===== src/rtl/scrambler.sv =====
// scrambler: additive scrambler, LFSR x^7 + x^4 + 1 (802.11 OFDM data path).
// Processes WIDTH bits per accepted AXI4-Stream beat, bit 0 first; also descrambles.
// Optional feature: define SCRAMBLER_RESEED_ON_LAST_EN to reload SEED after every
// beat carrying s_axis_tlast, so each packet starts from SEED.
// Reset (aresetn) is asynchronous and active-high despite its name.
module scrambler #(
    parameter int unsigned WIDTH = 24,
    parameter logic [6:0]  SEED  = 7'b1011101
) (
    input  logic             aclk,
    input  logic             aresetn,
    input  logic [WIDTH-1:0] s_axis_tdata,
    input  logic             s_axis_tvalid,
    output logic             s_axis_tready,
    input  logic             s_axis_tlast,
    output logic [WIDTH-1:0] m_axis_tdata,
    output logic             m_axis_tvalid,
    input  logic             m_axis_tready,
    output logic             m_axis_tlast
);

    localparam int unsigned LFSR_W = 7;

    logic [LFSR_W-1:0] state;
    logic [LFSR_W-1:0] state_next;
    logic [LFSR_W-1:0] lfsr_walk;
    logic              fb;
    logic [WIDTH-1:0]  din_shift;
    logic [WIDTH:0]    scr_shift;
    logic [WIDTH-1:0]  scr_data;
    logic              accept;

    // Upstream may push whenever the output register is empty or being drained.
    assign s_axis_tready = !m_axis_tvalid || m_axis_tready;
    assign accept        = s_axis_tvalid && s_axis_tready;

    // Unrolled WIDTH-step LFSR walk; scrambled bits shift in from the top so bit 0 lands lowest.
    always_comb begin
        lfsr_walk = state;
        din_shift = s_axis_tdata;
        scr_shift = '0;
        fb        = 1'b0;
        for (int unsigned k = 0; k < WIDTH; k++) begin
            fb        = lfsr_walk[6] ^ lfsr_walk[3];
            scr_shift = {din_shift[0] ^ fb, scr_shift[WIDTH:1]};
            din_shift = din_shift >> 1;
            lfsr_walk = {lfsr_walk[5:0], fb};
        end
        scr_data = scr_shift[WIDTH:1];
    end

    // Next LFSR state: advance only on an accepted beat, optionally restart at packet end.
    always_comb begin
        state_next = state;
        if (accept) begin
`ifdef SCRAMBLER_RESEED_ON_LAST_EN
            state_next = s_axis_tlast ? SEED : lfsr_walk;
`else
            state_next = lfsr_walk;
`endif
        end
    end

    // LFSR state register.
    always_ff @(posedge aclk or posedge aresetn) begin
        if (aresetn) begin
            state <= SEED;
        end else begin
            state <= state_next;
        end
    end

    // Output register stage: load on accept, otherwise clear valid once consumed.
    always_ff @(posedge aclk or posedge aresetn) begin
        if (aresetn) begin
            m_axis_tvalid <= 1'b0;
            m_axis_tdata  <= '0;
            m_axis_tlast  <= 1'b0;
        end else if (accept) begin
            m_axis_tvalid <= 1'b1;
            m_axis_tdata  <= scr_data;
            m_axis_tlast  <= s_axis_tlast;
        end else if (m_axis_tready) begin
            m_axis_tvalid <= 1'b0;
        end
    end

endmodule


===== config.mk =====
export PLATFORM = sky130hd
export DESIGN_NAME = scrambler
export DESIGN_NICKNAME = d
export VERILOG_FILES = /design/src/rtl/scrambler.sv
export SDC_FILE = /design/constraint.sdc
export NUM_CORES = 1
export LEC_CHECK = 0
export ABC_AREA = 1
export ABC_CLOCK_PERIOD_IN_PS = 4000
export CAP_MARGIN = 20
export CELL_PAD_IN_SITES_DETAIL_PLACEMENT = 1
export CELL_PAD_IN_SITES_GLOBAL_PLACEMENT = 2
export CORE_MARGIN = 4
export CORE_UTILIZATION = 28
export DETAILED_ROUTE_END_ITERATION = 16
export PLACE_DENSITY = 0.85
export SETUP_SLACK_MARGIN = 0.02
export SLEW_MARGIN = 20
export SYNTH_ARGS = -nofsm -noshare
export SYNTH_HDL_FRONTEND = slang
export SYNTH_SLANG_ARGS = --single-unit

===== constraint.sdc =====
create_clock -name aclk -period 4 [get_ports aclk]
set_clock_uncertainty 0.15 [all_clocks]
set_input_delay 1 -clock aclk [delete_from_list [all_inputs] [get_ports aclk]]
set_output_delay 1 -clock aclk [all_outputs]
set_load 0.005 [all_outputs]

==> results.json <==
{
  "outcome": "finished clean",
  "grt-ovfl-total": 0,
  "ios": 56,
  "die-area_mm2": 0.00821,
  "powerDensity_mw_per_mm2": 905,
  "crit_type": "in2out",
  "cts_inserted_buffers": 5,
  "total_power_mw": 2.38,
  "period_needed_ns": 3.23,
  "drt-total-wl_um": 5470,
  "syn_inst": 250,
  "final_cell_area_mm2": 0.00263,
  "timing.setup.tns_ns": 0,
  "internal-power_mw": 1.26,
  "fillers": 797,
  "antenna_found_initial": 0,
  "portBuffers": 55,
  "syn_nets": 279,
  "max_cap_viol_count": 0,
  "ys.flop_type": "dfrtp_1",
  "grt_pass1_wl_um": 9300,
  "vias_per_cell": 4.76,
  "start_kind": "primary input",
  "grtUsageTotal": 0.142,
  "post_cts_buffers": 0,
  "h-tree-depth": 2,
  "cts_hold_buf": 0,
  "dr.pass1.iters": 4,
  "ant_nets": 0,
  "synth.distinct_cells": 23,
  "clkLatencyLatePin_ns": 0.29,
  "dpl_cell_area_mm2": 0.00255,
  "slew_headroom": 0.705,
  "regToRegSetupSlack_ns": 2.03,
  "final_nets": 337,
  "max_slew.worst_pin.slew_ns": 0.442,
  "drive_gt1_frac": 0.117,
  "cts_resized": 0,
  "p_clk_frac": 0.106,
  "fmax_ghz": 0.309,
  "grt_max_degree": 44,
  "dp_hpwl_um": 4100,
  "areaGrowthSynthToFinish_pct": 37.6,
  "synth_edf_count": 0,
  "place_congestion": 0.769,
  "max-vdd-ir-drop_uv": 256,
  "n_antenna_cell": 0,
  "grt_pass1_vias": 1818,
  "numClockSinks": 33,
  "pwr-share-seq": 0.265,
  "clkTransAtPathRegs_ns": 0.07,
  "wire_per_inst_um": 14.2,
  "crit_arrival_ns": 2.08,
  "timing.hold.ws_ns": 0.337,
  "chipWidth_um": 90.6,
  "switching_power_mw": 1.12,
  "die_h_um": 90.6,
  "syn_area_per_cell_um2": 7.65,
  "drcViolationCount": 0,
  "cts-root-buf": "clkbuf_8",
  "yosys_warnings": 0,
  "path_max_fanout": 3,
  "core_mm2": 0.00649,
  "combPwrFrac": 0.629,
  "cp_data_required_time_ns": 2.85,
  "hold_viol": 0,
  "finalCritPeriodShare": 0.808,
  "rsz0062_at_grt": "false",
  "finalMaxSlewViolations": 0,
  "ys_async_sr_fraction": 1.00,
  "row_count": 29,
  "ys_seq_area_frac": 0.435,
  "first_iter_violations": 71,
  "ys_ff_latch": 33,
  "hold_path_class": "reg2reg",
  "clockBufferDepth": 2,
  "cts_tree": "built",
  "start_util": 0.294,
  "p_leak_nw": 1.26,
  "finalSetupViolCount": 0,
  "cp-end-kind": "output port",
  "dr_total_vias": 1837,
  "sw_frac_of_total": 0.470,
  "syn-cell-area_mm2": 0.00191
}
==> sequential cells by signal, indices dropped and copies added, names as in the netlist <==
register	cells
m_axis_tdata	24
state	7
m_axis_tlast	1
m_axis_tvalid	1
==> through the flow <==
stage | utilization | setup slack [ns] | std cells
after floorplan | - | 1.75 | 250
after global placement | 0.392 | 0.779 | 378
after detailed placement | 0.392 | 0.753 | 378
after CTS | 0.405 | 0.757 | 386
after global routing | 0.405 | 0.692 | 386
final | 0.405 | 0.767 | 386
==> path summary, 6_finish.rpt <==
path                                  start               end  depth (start not counted)
min                        m_axis_tdata[12]  m_axis_tdata[12]                          2
min in group asynchronous           aresetn   m_axis_tdata[9]                          3
max reg2reg                        state[0]  m_axis_tdata[19]                         11
max in group asynchronous           aresetn          state[6]                          3
min reg2reg                m_axis_tdata[12]  m_axis_tdata[12]                          2
max                           m_axis_tready     s_axis_tready                          4
==> kinds of logic (layout without fill, tap and decap cells) <==
kind of cell / count (synthesis) / in the layout / share of synthesized area
compound gates: 26 / 26 / 0.0687
xor+xnor: 21 / 21 / 0.104
buf+inv: 23 / 82 / 0.0465
flops: 33 / 33 / 0.435
mux: 2 / 2 / 0.0105
simple gates: 145 / 145 / 0.335
==> cell usage after synthesis (4+ instances only) <==
cell / number / area [µm²]
o21ai_0: 22 / 110
nand2_2: 10 / 62.6
nand2_1: 99 / 372
inv_1: 11 / 41.3
dfrtp_1: 28 / 701
clkbuf_1: 4 / 15.0
dfstp_2: 5 / 131
nand3_1: 24 / 120
xnor2_1: 4 / 35.0
xor2_1: 15 / 131
inv_2: 6 / 22.5
==> cell type report <==
cell class                      instances  area [µm²]  share of cell area
Multi-Input combinational cell        194         991               0.377
Sequential cell                        33         832               0.316
Timing Repair Buffer                   57         566               0.215
Tap cell                               77        96.3              0.0366
Clock buffer                            6        72.6              0.0276
Inverter                               17        63.8              0.0243
Clock inverter                          2        10.0             0.00380
==> critical path, cell delays in order <==
cell,delay [ns]
clkdlybuf4s50_1,0.45
inv_1,0.03
nand2_1,0.09
clkdlybuf4s50_1,0.51
==> metal layers <==
| layer | global-route usage | vias up | share of wire |
|---|---|---|---|
| li1 | - | 909 | - |
| met1 | 0.187 | 881 | 0.48 |
| met2 | 0.227 | 42 | 0.46 |
| met3 | 0.0400 | 5 | 0.053 |
| met4 | 0.0344 | 0 | 0.0097 |
| met5 | 0 | - | 0 |
==> power groups by stage <==
stage / clock network, mW / logic, mW / registers, mW
floorplan: 0 / 0.959 / 0.630
global placement: 0 / 1.48 / 0.633
detailed placement: 0 / 1.51 / 0.639
CTS: 0.261 / 1.52 / 0.633
global route: 0.281 / 1.70 / 0.661
finish: 0.253 / 1.50 / 0.631
==> cells in the final DEF (no fill, tap or decap), types with 6 or more instances in the layout <==
cell type        instances
clkdlybuf4s50_1         55
o21ai_0                 22
inv_1                   11
nand3_1                 24
nand2_2                 10
dfrtp_1                 28
xor2_1                  15
inv_2                    6
nand2_1                 99
No activity file was read; power rests on OpenSTA's default activity.
